[config.mk]
export PLATFORM = sky130hd
export DESIGN_NAME = cpu_run_ctrl
export DESIGN_NICKNAME = d
export VERILOG_FILES = /design/src/rtl/cpu_run_ctrl.sv
export SDC_FILE = /design/constraint.sdc
export NUM_CORES = 1
export LEC_CHECK = 0
export ABC_AREA = 0
export CAP_MARGIN = 20
export CORE_ASPECT_RATIO = 0.5
export CORE_MARGIN = 2
export CORE_UTILIZATION = 45
export CTS_BUF_LIST = sky130_fd_sc_hd__clkbuf_4 sky130_fd_sc_hd__clkbuf_8 sky130_fd_sc_hd__clkbuf_16
export CTS_CLUSTER_DIAMETER = 30
export CTS_CLUSTER_SIZE = 40
export DETAILED_ROUTE_END_ITERATION = 10
export GPL_ROUTABILITY_DRIVEN = 0
export PLACE_DENSITY_LB_ADDON = 0.12
export SLEW_MARGIN = 0
export SYNTH_ARGS = -nofsm -noshare
export SYNTH_HDL_FRONTEND = slang
export SYNTH_SLANG_ARGS = --single-unit
[constraint.sdc]
create_clock -name clk -period 3.8 [get_ports clk]
set_input_delay 0.38 -clock clk [delete_from_list [all_inputs] [get_ports clk]]
set_output_delay 0.38 -clock clk [all_outputs]
set_load 0.05 [all_outputs]
[src/rtl/cpu_run_ctrl.sv]
// Host-side run controller: debounced button to CPU continue pulses, debug word capture.
// Define CPU_RUN_BRK_EN to add the brk_value/brk_hit breakpoint-on-debug-value feature.
module cpu_run_ctrl #(
    parameter int unsigned DBNC_CYCLES = 16,
    parameter int unsigned CNT_W       = 16
) (
    input  logic             clk,
    input  logic             reset,
    input  logic             btn_step,
    input  logic [1:0]       mode,
    input  logic [CNT_W-1:0] burst_len,
    input  logic [31:0]      debug_in,
`ifdef CPU_RUN_BRK_EN
    input  logic [31:0]      brk_value,
    output logic             brk_hit,
`endif
    output logic             cont_out,
    output logic [31:0]      debug_latched,
    output logic             busy,
    output logic [CNT_W-1:0] step_count
);

    localparam int unsigned DW = $clog2(DBNC_CYCLES);
    localparam logic [DW-1:0] DBNC_LAST = DW'(DBNC_CYCLES - 1);

    typedef enum logic [1:0] {StIdle, StPulse, StCapture, StRun} state_e;

    state_e           state_q;
    logic [1:0]       sync_q;
    logic [DW-1:0]    dbnc_cnt_q;
    logic             db_level_q;
    logic             press_q;
    logic [CNT_W-1:0] remaining_q;
    logic             run_block_q;
    logic [CNT_W-1:0] step_inc;
    logic             brk_match;

    assign step_inc = (step_count == '1) ? step_count : step_count + 1'b1;

`ifdef CPU_RUN_BRK_EN
    assign brk_match = (debug_in == brk_value);
`else
    assign brk_match = 1'b0;
`endif

    // Level flips only after DBNC_CYCLES consecutive disagreeing samples.
    always_ff @(posedge clk) begin
        if (reset) begin
            sync_q     <= 2'b00;
            dbnc_cnt_q <= '0;
            db_level_q <= 1'b0;
            press_q    <= 1'b0;
        end else begin
            sync_q  <= {sync_q[0], btn_step};
            press_q <= 1'b0;
            if (sync_q[1] != db_level_q) begin
                if (dbnc_cnt_q == DBNC_LAST) begin
                    db_level_q <= sync_q[1];
                    dbnc_cnt_q <= '0;
                    press_q    <= sync_q[1];
                end else begin
                    dbnc_cnt_q <= dbnc_cnt_q + 1'b1;
                end
            end else begin
                dbnc_cnt_q <= '0;
            end
        end
    end

    always_ff @(posedge clk) begin
        if (reset) begin
            state_q       <= StIdle;
            cont_out      <= 1'b0;
            busy          <= 1'b0;
            debug_latched <= '0;
            step_count    <= '0;
            remaining_q   <= '0;
            run_block_q   <= 1'b0;
        end else begin
            cont_out <= 1'b0;
            if (mode != 2'b11) run_block_q <= 1'b0;
            unique case (state_q)
                StIdle: begin
                    if (mode == 2'b11 && !run_block_q) begin
                        state_q    <= StRun;
                        cont_out   <= 1'b1;
                        busy       <= 1'b1;
                        step_count <= step_inc;
                    end else if (press_q && mode == 2'b01) begin
                        state_q     <= StPulse;
                        cont_out    <= 1'b1;
                        busy        <= 1'b1;
                        step_count  <= step_inc;
                        remaining_q <= '0;
                    end else if (press_q && mode == 2'b10 && burst_len != '0) begin
                        state_q     <= StPulse;
                        cont_out    <= 1'b1;
                        busy        <= 1'b1;
                        step_count  <= step_inc;
                        remaining_q <= burst_len - 1'b1;
                    end
                end
                StPulse: begin
                    state_q <= StCapture;
                end
                StCapture: begin
                    debug_latched <= debug_in;
                    if (mode == 2'b00 || brk_match) begin
                        state_q     <= StIdle;
                        busy        <= 1'b0;
                        remaining_q <= '0;
                    end else if (remaining_q != '0) begin
                        remaining_q <= remaining_q - 1'b1;
                        state_q     <= StPulse;
                        cont_out    <= 1'b1;
                        step_count  <= step_inc;
                    end else begin
                        state_q <= StIdle;
                        busy    <= 1'b0;
                    end
                end
                StRun: begin
                    debug_latched <= debug_in;
                    if (mode == 2'b11 && !brk_match) begin
                        cont_out   <= 1'b1;
                        step_count <= step_inc;
                    end else begin
                        state_q     <= StIdle;
                        busy        <= 1'b0;
                        remaining_q <= '0;
                        // A breakpoint in free run must not immediately re-enter RUN.
                        if (brk_match && mode == 2'b11) run_block_q <= 1'b1;
                    end
                end
                default: state_q <= StIdle;
            endcase
        end
    end

`ifdef CPU_RUN_BRK_EN
    always_ff @(posedge clk) begin
        if (reset) begin
            brk_hit <= 1'b0;
        end else if ((state_q == StCapture || state_q == StRun) && brk_match) begin
            brk_hit <= 1'b1;
        end else if (state_q == StIdle && press_q) begin
            brk_hit <= 1'b0;
        end
    end
`endif

endmodule
==> flow_summary.json <==
{
  "cap_violations": 0,
  "synth-compound-area-share": 0.1523,
  "met3_usage": 0.09091,
  "path_delay_family": "buffers and inverters",
  "drtIter0Drc": 213,
  "num_antenna_cells": 0,
  "final_util": 0.6261,
  "grt_pass1_vias": 3590,
  "drv_slew": 0,
  "gr-usage-met1": 0.2538,
  "yosys_warnings": 0,
  "async_flop_share": 0,
  "grt_pass1_wl_um": 16510,
  "dp_hpwl_um": 6883,
  "period_needed_ps": 2618,
  "yosysUniqueCellTypes": 56,
  "rsz0062_at_grt": "no",
  "drc_errors": 0,
  "fin_tns_setup_ps": 0,
  "dieArea_um2": 9917,
  "cts_tree": "built",
  "holdWs_ps": 437.2,
  "path_depth": 10,
  "start_util": 0.4666,
  "place_ws_ps": 840.2,
  "endpoint": "remaining_q[8]$_SDFFE_PP0P_",
  "synth_fa_ha_area_frac": 0.01835,
  "critPathMaxFanout": 17,
  "skew_ps": 9.079,
  "timing.rr.end": "step_count[15]$_SDFFE_PP0P_",
  "path_clk_slew_ps": 60,
  "r2r_slack_ps": 1450,
  "synth_mux_area_frac": 0.1242,
  "start_kind": "primary input",
  "max-slew-margin-rel": 0.4393,
  "die_w_um": 138.9,
  "busiest_layer": "met2",
  "setup.worst_path.start": "burst_len[0]",
  "path_buf_inv": 4,
  "met2_usage": 0.3224,
  "synth-edff-count": 0,
  "nFillCells": 770,
  "area_growth_pct": 34.19,
  "firstDrtPassIters": 4,
  "hold_violations": 0,
  "synth_seq_cells": 76,
  "synth_top_family_by_area": "simple AND/OR/NAND/NOR gates",
  "ys_seq_area_frac": 0.3719,
  "antenna_found_initial": 0,
  "leakagePower_nw": 2.038,
  "r2r-start": "remaining_q[0]$_SDFFE_PP0P_",
  "tightest_slew_ps": 833.3,
  "syn_avg_cell_area_um2": 8.933,
  "critical_path_class": "in -> reg",
  "max_freq_ghz": 0.3820,
  "cts_resized": 0,
  "r2r_cells": 8,
  "synthXorXnorAreaFrac": 0.03211,
  "crit_top_cell": "buf_4",
  "cp.required_ps": 4050,
  "syn_inst": 458,
  "setup_viol_count_final": 0,
  "grt_max_degree": 63,
  "drive_gt1_frac": 0.08438,
  "place_area_um2": 5191,
  "arrival_ps": 2870,
  "yosys.area_share.simple": 0.2462,
  "drt_wl_total_um": 9769,
  "crit_path_max_incr_delay_ps": 510,
  "portBuffers": 102,
  "ctsRootBufferMaster": "clkbuf_16",
  "cts_buffer_depth": 2,
  "worstPathCellList": "clkdlybuf4s50_1, inv_1, ha_1, nor4b_1, and4_1, or4_1, buf_4, a211o_1, buf_4, o32ai_2",
  "track_usage": 0.2029,
  "netlist_area_um2": 4091,
  "peakVddDrop_mv": 0.2242,
  "numCtsBuffers": 9,
  "crit_slowest_cell": "clkdlybuf4s50_1",
  "clk_latency_ps": 340,
  "hold_path.class": "reg -> reg",
  "core_area_um2": 8768,
  "final_area_um2": 5490,
  "syn-num-nets": 517,
  "fin_nets": 611,
  "grt.overflow.total": 0,
  "ios": 103,
  "rows": 24,
  "cts.htree.levels": 3,
  "synthFlopType": "dfxtp_1",
  "via_per_inst": 5.467,
  "clock_sinks": 76,
  "fin_ws_ps": 1182,
  "drtAntennaViolNets": 0,
  "fin_crit_sh": 0.6888,
  "cts_setup_buffers": 0,
  "die_h_um": 71.43,
  "wire_per_inst_um": 14.49,
  "status": "completed",
  "end_kind": "flop",
  "cts-hold-fix-buffers": 0,
  "vias": 3685,
  "powerDensity_nw_per_um2": 441.5
}
==> report_power, final <==
part / internal, W / switching (W)
Clock: 0.000511 / 0.000351
Combinational: 0.000271 / 0.000397
Sequential: 0.000848 / 0.0000449
==> state kept, by name (all words and copies together) (netlist names) <==
| name | cells |
|---|---|
| cont_out | 1 |
| state_q | 2 |
| sync_q | 2 |
| dbnc_cnt_q | 4 |
| step_count | 16 |
| db_level_q | 1 |
| remaining_q | 16 |
| debug_latched | 32 |
| busy | 1 |
| press_q | 1 |
==> layout by cell type (no fill, tap or decap), types with 8 or more instances in the layout <==
cell,instances
xnor2_1,11
a21oi_1,21
clkdlybuf4s50_1,101
o32ai_2,10
nor2_1,69
nand3_1,13
clkbuf_16,9
a22oi_1,11
mux2i_1,35
nor4_1,15
nand2_1,16
nor3_1,9
a31oi_1,10
nor2b_1,18
mux2_1,14
buf_4,11
nand4_1,8
dfxtp_1,75
inv_1,21
==> cells in the mapped netlist (all sizes together) (13+ instances only) <==
cell type,count,area (um2)
a21oi,21,105.1
dfxtp,76,1521
o32ai,14,197.7
buf,16,93.83
nor2b,18,112.6
nand3,13,65.06
clkbuf,14,52.55
mux2,14,157.7
nor4,18,148.9
nor2,69,259.0
inv,21,78.83
nand2,16,60.06
mux2i,35,350.3
==> per-stage QoR <==
step | power [W] | instances
detailed placement | 0.001574 | 658
global route | 0.002539 | 674
finish | 0.002424 | 674
global placement | 0.001575 | 658
CTS | 0.002442 | 674
floorplan | 0.001373 | 458
==> worst min path at each step <==
| stage | slack (ps) | from | depth (start not counted) | endpoint |
|---|---|---|---|---|
| 2_1_floorplan | 410 | sync_q[0]$_SDFF_PP0_ | 1 | sync_q[1]$_SDFF_PP0_ |
| 3_3_place_gp | 420 | sync_q[0]$_SDFF_PP0_ | 1 | sync_q[1]$_SDFF_PP0_ |
| 3_5_place_dp | 430 | sync_q[0]$_SDFF_PP0_ | 1 | sync_q[1]$_SDFF_PP0_ |
| 4_1_cts | 440 | sync_q[0]$_SDFF_PP0_ | 1 | sync_q[1]$_SDFF_PP0_ |
| 5_1_grt | 470 | sync_q[0]$_SDFF_PP0_ | 1 | sync_q[1]$_SDFF_PP0_ |
| 6_report | 440 | sync_q[0]$_SDFF_PP0_ | 1 | sync_q[1]$_SDFF_PP0_ |
==> metal layers <==
layer,wire length (um),vias up
li1,-,1859
met3,877,13
met1,4412,1711
met2,4348,102
met5,0,-
met4,131,0
==> cells by family after synthesis <==
| family | after synthesis |
|---|---|
| AOI/OAI and AO/OA | 78 |
| xor gates and xnor gates | 15 |
| adders and majority gates | 6 |
| buffers and inverters | 51 |
| DFF | 76 |
| muxes | 49 |
| and+or+nand+nor | 183 |
==> cell type report <==
| cell class | instances | area, um2 | share of cell area |
|---|---|---|---|
| clock buffer | 9 | 225.2 | 0.04102 |
| inverter | 21 | 78.83 | 0.01436 |
| sequential | 76 | 1523 | 0.2773 |
| clock inverter | 7 | 73.82 | 0.01345 |
| multi-input combinational | 331 | 2345 | 0.4271 |
| timing repair buffer | 113 | 1099 | 0.2001 |
| tap | 117 | 146.4 | 0.02666 |
Note: power is estimated with default switching activity, not from simulation.
